$ cat config.mk
export PLATFORM = sky130hd
export DESIGN_NAME = posit_encoder_seq_flat
export DESIGN_NICKNAME = d
export VERILOG_FILES = /design/src/rtl/posit_encoder_seq_if.sv /design/src/rtl/posit_encoder_seq.sv /design/src/flat_wrapper.sv
export SDC_FILE = /design/constraint.sdc
export NUM_CORES = 1
export LEC_CHECK = 0
export CELL_PAD_IN_SITES_DETAIL_PLACEMENT = 0
export CELL_PAD_IN_SITES_GLOBAL_PLACEMENT = 1
export CORE_MARGIN = 2
export CORE_UTILIZATION = 39
export CTS_CLUSTER_SIZE = 14
export DETAILED_ROUTE_END_ITERATION = 7
export PLACE_DENSITY = 0.85
export SLEW_MARGIN = 30
export SYNTH_ARGS = -nofsm -noshare
export SYNTH_HDL_FRONTEND = slang
export SYNTH_SLANG_ARGS = --single-unit
$ cat constraint.sdc
create_clock -name clk -period 2.3 [get_ports clk]
set_input_delay 0.345 -clock clk [delete_from_list [all_inputs] [get_ports clk]]
set_output_delay 0.345 -clock clk [all_outputs]
set_load 0.01 [all_outputs]
$ cat src/rtl/posit_encoder_seq_if.sv
`default_nettype none
// ----------------------------------------------------------------------------
// posit_encoder_seq_if : start/done handshake and data bundle for the packer
// Revision: 1.0
// ----------------------------------------------------------------------------
interface posit_encoder_seq_if #(
  parameter int POSIT_WIDTH = 8,
  parameter int FRAC_WIDTH  = 8,
  parameter int SCALE_WIDTH = 6
);
  logic                   start;
  logic                   sign;
  logic                   zero_in;
  logic                   nar_in;
  logic [SCALE_WIDTH-1:0] scale;
  logic [FRAC_WIDTH-1:0]  frac;
  logic                   done;
  logic                   zero;
  logic [POSIT_WIDTH-1:0] result;

  modport master (
    output start, sign, zero_in, nar_in, scale, frac,
    input  done, zero, result
  );

  modport slave (
    input  start, sign, zero_in, nar_in, scale, frac,
    output done, zero, result
  );
endinterface
`default_nettype wire

$ cat src/rtl/posit_encoder_seq.sv
`default_nettype none
// ----------------------------------------------------------------------------
// posit_encoder_seq : serial posit packer (regime, exponent, fraction, RNE)
// Revision: 1.0
// ----------------------------------------------------------------------------
module posit_encoder_seq #(
  parameter int POSIT_WIDTH = 8,
  parameter int ES          = 1,
  parameter int FRAC_WIDTH  = 8,
  parameter int SCALE_WIDTH = 6
) (
  input  logic                clk,
  input  logic                reset,
  posit_encoder_seq_if.slave  bus
);

  localparam int N     = POSIT_WIDTH;
  localparam int SRC_W = ES + FRAC_WIDTH;
  localparam int CNT_W = $clog2(N + 1);
  localparam int REG_W = $clog2(N + 1);

  typedef enum logic [1:0] {
    S_IDLE  = 2'd0,
    S_PREP  = 2'd1,
    S_SHIFT = 2'd2,
    S_ROUND = 2'd3
  } state_t;

  state_t                 state_q;
  logic                   sign_q;
  logic                   zero_in_q;
  logic                   nar_q;
  logic [SCALE_WIDTH-1:0] scale_q;
  logic [FRAC_WIDTH-1:0]  frac_q;
  logic [SRC_W-1:0]       src_q;
  logic [N-1:0]           coll_q;
  logic [REG_W-1:0]       reg_cnt_q;
  logic                   reg_bit_q;
  logic                   reg_term_q;
  logic [CNT_W-1:0]       bit_cnt_q;
  logic                   done_q;
  logic                   zero_q;
  logic [N-1:0]           result_q;

  logic signed [SCALE_WIDTH-1:0] k_d;
  int                            k_int_d;
  logic [ES-1:0]                 e_d;
  logic                          big_d;
  logic                          tiny_d;
  logic [REG_W-1:0]              reg_cnt_init_d;
  logic                          shift_bit_d;
  logic                          round_up_d;
  logic [N-1:0]                  body_d;
  logic [N-1:0]                  packed_d;
  logic [N-1:0]                  maxpos_d;
  logic [N-1:0]                  minpos_d;

  always_comb begin
    k_d            = $signed(scale_q) >>> ES;
    k_int_d        = int'(k_d);
    e_d            = scale_q[ES-1:0];
    big_d          = (k_int_d >= N - 2);
    tiny_d         = (k_int_d <= -(N - 1));
    // Run length of the repeated regime bit; the terminator is tracked separately.
    reg_cnt_init_d = (k_int_d >= 0) ? REG_W'(k_int_d + 1) : REG_W'(-k_int_d);
    maxpos_d       = {1'b0, {(N-1){1'b1}}};
    minpos_d       = {{(N-1){1'b0}}, 1'b1};
  end

  always_comb begin
    shift_bit_d = src_q[SRC_W-1];
    if (reg_cnt_q != '0) begin
      shift_bit_d = reg_bit_q;
    end else if (reg_term_q) begin
      shift_bit_d = ~reg_bit_q;
    end
  end

  // coll_q = {body[N-2:0], guard}; whatever remains in src_q forms the sticky bit.
  always_comb begin
    round_up_d = coll_q[0] & (coll_q[1] | (|src_q));
    body_d     = {1'b0, coll_q[N-1:1]} + {{(N-1){1'b0}}, round_up_d};
    packed_d   = sign_q ? -body_d : body_d;
  end

  always_ff @(posedge clk) begin
    if (reset) begin
      state_q    <= S_IDLE;
      sign_q     <= 1'b0;
      zero_in_q  <= 1'b0;
      nar_q      <= 1'b0;
      scale_q    <= '0;
      frac_q     <= '0;
      src_q      <= '0;
      coll_q     <= '0;
      reg_cnt_q  <= '0;
      reg_bit_q  <= 1'b0;
      reg_term_q <= 1'b0;
      bit_cnt_q  <= '0;
      done_q     <= 1'b0;
      zero_q     <= 1'b0;
      result_q   <= '0;
    end else begin
      done_q <= 1'b0;
      case (state_q)
        S_IDLE: begin
          if (bus.start) begin
            sign_q    <= bus.sign;
            zero_in_q <= bus.zero_in;
            nar_q     <= bus.nar_in;
            scale_q   <= bus.scale;
            frac_q    <= bus.frac;
            state_q   <= S_PREP;
          end
        end
        S_PREP: begin
          if (nar_q) begin
            result_q <= {1'b1, {(N-1){1'b0}}};
            zero_q   <= 1'b0;
            done_q   <= 1'b1;
            state_q  <= S_IDLE;
          end else if (zero_in_q) begin
            result_q <= '0;
            zero_q   <= 1'b1;
            done_q   <= 1'b1;
            state_q  <= S_IDLE;
          end else if (big_d || tiny_d) begin
            // Saturate instead of rounding to zero or NaR.
            result_q <= big_d ? (sign_q ? -maxpos_d : maxpos_d)
                              : (sign_q ? -minpos_d : minpos_d);
            zero_q   <= 1'b0;
            done_q   <= 1'b1;
            state_q  <= S_IDLE;
          end else begin
            src_q      <= {e_d, frac_q};
            reg_cnt_q  <= reg_cnt_init_d;
            reg_bit_q  <= ~k_d[SCALE_WIDTH-1];
            reg_term_q <= 1'b1;
            coll_q     <= '0;
            bit_cnt_q  <= '0;
            state_q    <= S_SHIFT;
          end
        end
        S_SHIFT: begin
          coll_q <= {coll_q[N-2:0], shift_bit_d};
          if (reg_cnt_q != '0) begin
            reg_cnt_q <= reg_cnt_q - REG_W'(1);
          end else if (reg_term_q) begin
            reg_term_q <= 1'b0;
          end else begin
            src_q <= {src_q[SRC_W-2:0], 1'b0};
          end
          bit_cnt_q <= bit_cnt_q + CNT_W'(1);
          if (bit_cnt_q == CNT_W'(N - 1)) begin
            state_q <= S_ROUND;
          end
        end
        S_ROUND: begin
          result_q <= packed_d;
          zero_q   <= 1'b0;
          done_q   <= 1'b1;
          state_q  <= S_IDLE;
        end
        default: state_q <= S_IDLE;
      endcase
    end
  end

  assign bus.done   = done_q;
  assign bus.zero   = zero_q;
  assign bus.result = result_q;

endmodule
`default_nettype wire

$ cat src/flat_wrapper.sv
// flat-port wrapper written by rule: the top's interface ports become plain ports
module posit_encoder_seq_flat 
#(
  parameter int POSIT_WIDTH = 8,
  parameter int ES          = 1,
  parameter int FRAC_WIDTH  = 8,
  parameter int SCALE_WIDTH = 6
)
  (clk, reset, bus_start, bus_sign, bus_zero_in, bus_nar_in, bus_scale, bus_frac, bus_done, bus_zero, bus_result);
  posit_encoder_seq_if #(.POSIT_WIDTH(POSIT_WIDTH), .FRAC_WIDTH(FRAC_WIDTH), .SCALE_WIDTH(SCALE_WIDTH)) bus_i ();
  input  logic clk;
  input  logic reset;
  input wire logic [$bits(bus_i.start)-1:0] bus_start;
  input wire logic [$bits(bus_i.sign)-1:0] bus_sign;
  input wire logic [$bits(bus_i.zero_in)-1:0] bus_zero_in;
  input wire logic [$bits(bus_i.nar_in)-1:0] bus_nar_in;
  input wire logic [$bits(bus_i.scale)-1:0] bus_scale;
  input wire logic [$bits(bus_i.frac)-1:0] bus_frac;
  output wire logic [$bits(bus_i.done)-1:0] bus_done;
  output wire logic [$bits(bus_i.zero)-1:0] bus_zero;
  output wire logic [$bits(bus_i.result)-1:0] bus_result;
  assign bus_i.start = bus_start;
  assign bus_i.sign = bus_sign;
  assign bus_i.zero_in = bus_zero_in;
  assign bus_i.nar_in = bus_nar_in;
  assign bus_i.scale = bus_scale;
  assign bus_i.frac = bus_frac;
  assign bus_done = bus_i.done;
  assign bus_zero = bus_i.zero;
  assign bus_result = bus_i.result;
  posit_encoder_seq #(.POSIT_WIDTH(POSIT_WIDTH), .ES(ES), .FRAC_WIDTH(FRAC_WIDTH), .SCALE_WIDTH(SCALE_WIDTH)) u_core (.clk(clk), .reset(reset), .bus(bus_i));
endmodule
# ---- After elaboration in Yosys (flattened, before gate mapping)
# Index checks and enable logic that the tools add are counted.
# Widths: inputs -> output; s select.
dict set report op_classes {
  n_addsub 6
  n_mul 0
  reduce_logical 14
  n_shift 0
  div_mod_pow 0
  eq_ne 13
  magnitude_cmp 3
  bitwise 7
  n_mux 49
}
# cell count
set ops {}
lappend ops {{$mux 8} 10}
lappend ops {{$mux 9} 5}
lappend ops {{$mux 4} 8}
lappend ops {{$pmux 8 s2} 2}
lappend ops {{$pmux 9 s2} 1}
lappend ops {{$pmux 4 s2} 2}
lappend ops {{$mux 1} 12}
lappend ops {{$ne 2x2->1 const B} 6}
lappend ops {{$mux 2} 5}
lappend ops {{$reduce_and 5->1} 2}
lappend ops {{$reduce_or 9->1} 1}
lappend ops {{$add 7x1->8} 1}
lappend ops {{$neg 8->8} 1}
lappend ops {{$pmux 2 s4} 1}
lappend ops {{$reduce_and 4->1} 2}
lappend ops {{$pmux 1 s2} 3}
lappend ops {{$reduce_and 2->1} 3}
lappend ops {{$reduce_and 6->1} 1}
lappend ops {{$ge 5x1->1 const B} 1}
lappend ops {{$ge 5x4->1 const B} 1}
lappend ops {{$le 5x4->1 const B} 1}
lappend ops {{$not 1->1} 5}
lappend ops {{$add 4x1->4 const B} 1}
lappend ops {{$add 4x2->4 const B} 1}
lappend ops {{13 further kinds} 16}
dict set report word_totals {
  mem_bits_ro 0
  latch_bits 0
  elab_cells 107
  output_inout_bits 10
  ff_bits 56
  input_bits 20
  mem_bits_rw 0
  memories 0
}

# ---- Longest topological paths before layout
dict set report depth {
  depth_word 7
  mapped_depth 9
}

# ---- Worst setup path after synthesis
# No wires, ideal clock.
dict set report synth_timing {
  kind {reg-to-reg}
  startpoint {reg u_core.coll_q[0]}
  endpoint {reg u_core.result_q[6], in the netlist u_core.bus.result[6]}
  path_buffers 1
  t_arrival_ns 2.081
  slack_ns 0.150
  t_required_ns 2.231
  period_less_slack_ns 2.150
  path_stages_with_launch 10
  path_cell_list {dfxtp_1 and2_1 ha_1 and3_1 buf_4 nand3_1 a311o_1 o21ai_1 mux2_2 o21ai_1}
}
dict set report synth_via {
  elab_chain_cells 5
}
# element line
set synth_lines {}
lappend synth_lines {{start: declaration} posit_encoder_seq.sv:36} ;# logic [N-1:0] coll_q;
lappend synth_lines {{start signal: assignment} posit_encoder_seq.sv:145} ;# coll_q <= {coll_q[N-2:0], shift_bit_d};
lappend synth_lines {{$and 1x1->1 (*)} posit_encoder_seq.sv:81} ;# round_up_d = coll_q[0] & (coll_q[1] | (|src_q));
lappend synth_lines {{$add 7x1->8 (*)} posit_encoder_seq.sv:82} ;# body_d = {1'b0, coll_q[N-1:1]} + {{(N-1){1'b0}}, round_up_d};
lappend synth_lines {{$neg 8->8} posit_encoder_seq.sv:83} ;# packed_d = sign_q ? -body_d : body_d;
lappend synth_lines {{$mux 8 (*)} posit_encoder_seq.sv:83}
lappend synth_lines {{$pmux 8 s2 (*)} posit_encoder_seq.sv:105} ;# case (state_q)
lappend synth_lines {{end signal: assignment} posit_encoder_seq.sv:118} ;# result_q <= {1'b1, {(N-1){1'b0}}};
lappend synth_lines {{end signal: assignment} posit_encoder_seq.sv:129} ;# result_q <= big_d ? (sign_q ? -maxpos_d : maxpos_d)
lappend synth_lines {{end signal: assignment} posit_encoder_seq.sv:159} ;# result_q <= packed_d;
lappend synth_lines {{end: declaration} posit_encoder_seq.sv:43} ;# logic [N-1:0] result_q;
# Every way passes the cells marked *; elsewhere a longest branch is shown, timed or not.
# A chain may end at the register's enable or synchronous reset.

# ---- Final worst setup path
dict set report layout_timing {
  startpoint {reg u_core.coll_q[1]}
  endpoint {reg u_core.result_q[5], in the netlist u_core.bus.result[5]}
}
dict set report layout_via {
  elab_chain_cells 6
}
# element line
set layout_lines {}
lappend layout_lines {{$or 1x1->1} posit_encoder_seq.sv:81}
lappend layout_lines {{$and 1x1->1} posit_encoder_seq.sv:81}
lappend layout_lines {{$add 7x1->8 (*)} posit_encoder_seq.sv:82}
lappend layout_lines {{$neg 8->8} posit_encoder_seq.sv:83}
lappend layout_lines {{$mux 8 (*)} posit_encoder_seq.sv:83}
lappend layout_lines {{$pmux 8 s2 (*)} posit_encoder_seq.sv:105}
# Marks and branches as above.

==> summary.md <==
| Metric | Value |
|---|---|
| Status | finished clean |
| Complex-gate fraction of the synthesized area | 0.235 |
| Root Driver | clkbuf_8 |
| Fin. max-slew vios | 0 |
| Pin count of the biggest net entering global routing | 51 |
| Met1 Use GR | 0.222 |
| Post_cts resized | 0 |
| Detailed Routing Iterations Pass 1 | 4 |
| Seq pwr share | 0.495 |
| Max cap viols | 0 |
| Antenna viol nets, final | 0 |
| Synth Cell Area | 3070 um2 |
| Clk slew on worst S/H paths | 100 ps |
| Unique masters post-synth | 59 |
| H-tree depth | 2 |
| Peak VDD IR | 0.329 mV |
| Vias | 2610 |
| Slew HR | 0.562 |
| Post-synthesis mux area share | 0.0400 |
| Gr busiest metal | met2 |
| Synthesized net count | 407 |
| Final Skew | 17.8 ps |
| Gr usage total | 0.163 |
| Worst path slowest cell | a311o_1 |
| Fraction of layout cells with a size suffix above 1 | 0.0952 |
| RSZ-0062 raised after global routing | false |
| First-pass GRT wire length | 11500 um |
| CP peak stage delay | 420 ps |
| Syn Area/Cell | 8.18 um2 |
| Die Ht | 92.7 um |
| CP required | 2540 ps |
| Io pins | 30 |
| Clock sinks | 56 |
| Worst Setup SP | u_core.coll_q[1] |
| Critical path's top delay family | compound AO/OA/AOI/OAI gates |
| Die Wd | 92.7 um |
| Seq cells post-synth | 56 |
| Met3 Use GR | 0.0260 |
| Fin crit share | 0.936 |
| Worst hold path class | primary input to flip-flop |
| Final hold violations | 0 |
| Number of synthesized flops with an enable pin | 0 |
| # Post-CTS Setup Buffers | 0 |
| Top FF cell, synth | dfxtp_1 |
| Fmax achieved | 465 MHz |
| Internal power | 0.00156 W |
| Clk pwr share | 0.240 |
| Grt ovf | 0 |
| # rows | 32 |
| Critical path peak fanout | 7 |
| Crit path DAT | 2390 ps |
| Leakage power | 1.25 nW |
| Gate power share | 0.265 |
| Fin nets | 430 |
| Switching Share | 0.330 |
| DRC Markers | 0 |
| CP Capture Type | flip-flop |
| CTS Buf Count | 5 |
| Crit path time final | 2150 ps |
| Initial antenna violation count | 0 |
| Finished Layout Cells | 501 |
| Average vias per placed instance | 5.21 |
| WL/cell | 13.0 um |
| Adder-Cell Fraction of Synth Area | 0.0490 |
| Pwr dens | 657 nW/um2 |
| # setup viols final | 0 |
| Core footprint | 7690 um2 |
| Clk buf depth | 2 |
| CP startpoint kind | flip-flop |
| Die ar. | 8590 um2 |
| HPWL after DPL | 4640 um |
| Final hold slack | 455 ps |
| Area Overhead vs Synth | 15.5% |
| Post-CTS Hold Buffers | 0 |
| Psw | 0.000768 W |
| Design Area, Final | 3540 um2 |
| XOR/XNOR share of the synthesized area | 0.0457 |
| Yosys warns | 0 |
| Crit path buffers/inverters | 0 |
| WS Path Type | flip-flop to flip-flop |
| GPL Wtd Cong | 0.790 |
| Buffers on Ports | 29 |
| Post-synthesis sequential area ratio | 0.366 |
| Setup tns final | 0 ps |
| WL final | 6490 um |
| Vias in the first global route | 2456 |
| Critical path, cell by cell | and2_1, ha_2, or3_1, a311o_1, o21ai_1, mux2_1, o21ai_1 |
| Cells after Synth | 375 |
| Asr flop ratio synth | 0 |
| CTS tree | yes |
| Launch point of the worst reg-to-reg path | u_core.coll_q[1] |
| Worst Max-Slew Pin Slew | 656 ps |
| Initial DRC count | 141 |
| Placed insts | 493 |
| Worst-Skew Late Latency | 320 ps |
| Post-synthesis simple-gate area fraction | 0.208 |
| Number of diodes | 0 |
| Min-delay src | reset |
| Most common cell on crit path | o21ai_1 |
| Met2 usage in global routing | 0.273 |
| Post-DP Area | 3450 um2 |
| Combinational family with the most area after synthesis | compound AO/OA/AOI/OAI gates |
| Initial Util | 0.399 |
==> worst paths after layout <==
kind	endpoint	slack (ps)	cells past startpoint
setup / recovery	u_core.bus.result[5]	150	7
hold / removal	flip-flop	460	3
hold reg to reg	u_core.frac_q[7]	460	2
setup reg to reg	u_core.bus.result[5]	150	7
==> kinds of logic after synthesis <==
| group | Yosys count |
|---|---|
| AO/OA/AOI/OAI | 106 |
| adder cells (fa/ha/maj) | 12 |
| XOR/XNOR | 16 |
| AND/OR/NAND/NOR | 133 |
| multiplexers | 12 |
| buffers and inverters | 40 |
| flip-flops | 56 |
==> power by group through the flow <==
stage	logic (W)	registers (W)	clock network [W]
2_1_floorplan	0.000431	0.00117	0
3_3_place_gp	0.000608	0.00117	0
3_5_place_dp	0.000617	0.00117	0
4_1_cts	0.000620	0.00115	0.000576
5_1_grt	0.000696	0.00117	0.000611
6_report	0.000617	0.00115	0.000558
==> flip-flops by register name, summed over array words and instances (netlist names), named ones only <==
name,count
u_core.src_q,9
u_core.bus.result,8
u_core.coll_q,8
u_core.frac_q,8
u_core.scale_q,6
u_core.bit_cnt_q,4
u_core.reg_cnt_q,4
u_core.bus.done,1
u_core.bus.zero,1
u_core.nar_q,1
u_core.reg_bit_q,1
u_core.reg_term_q,1
u_core.sign_q,1
u_core.state_q,1
u_core.zero_in_q,1
==> synthesized netlist by cell type, drive strengths merged (5+ instances only) <==
| cell type | n | share of area |
|---|---|---|
| mux2i | 10 | 0.033 |
| o21ai | 25 | 0.043 |
| inv | 16 | 0.020 |
| ha | 12 | 0.049 |
| buf | 6 | 0.016 |
| nor2 | 38 | 0.055 |
| dfxtp | 56 | 0.37 |
| nand2 | 51 | 0.062 |
| xor2 | 5 | 0.014 |
| nand3 | 9 | 0.015 |
| nor3 | 6 | 0.0098 |
| a21oi | 34 | 0.055 |
| a22oi | 10 | 0.024 |
| clkbuf | 18 | 0.022 |
| xnor2 | 11 | 0.031 |
| a211oi | 9 | 0.024 |
| nor2b | 6 | 0.012 |
==> cell type report <==
cell class                 instances  area (um2)
inverter                          16        60.1
multi-input combinational        279        1770
tap                              102         128
clock inverter                     3        21.3
clock buffer                       5        68.8
sequential                        56        1120
timing repair buffer              40         368
fill                             781        4150
==> per-stage QoR <==
stage          setup slack [ps]  utilization  total power [W]
4_1_cts                    56.2        0.460          0.00235
3_3_place_gp                160        0.448          0.00178
5_1_grt                    17.7        0.461          0.00248
2_1_floorplan               150            -          0.00160
3_5_place_dp               77.2        0.448          0.00179
6_report                    147        0.461          0.00233
==> placed cells by master (no fill, tap or decap), types with 8 or more instances in the layout <==
cell             netlist  routed
nor2_1                35      35
xnor2_1               11      11
clkdlybuf4s50_1        0      28
a22oi_1               10      10
a21oi_1               34      34
inv_1                 15      15
ha_1                  12      11
mux2i_1               10      10
dfxtp_1               56      54
o21ai_0               18      18
a211oi_1               8       8
nand3_1                9       9
nand2_1               51      51
buf_4                  1      11
==> tightest hold or removal path, stage by stage <==
cell and delay [ps]:
buf_2 90, inv_1 140, o21a_1 150
==> per-layer routing <==
metal	vias up	part of all wire	wire length [um]
met5	-	0	0
met4	0	0.0059	38
met3	4	0.039	256
met2	38	0.46	3010
met1	1210	0.49	3190
li1	1358	-	-
(Power assumes the default switching activity.)
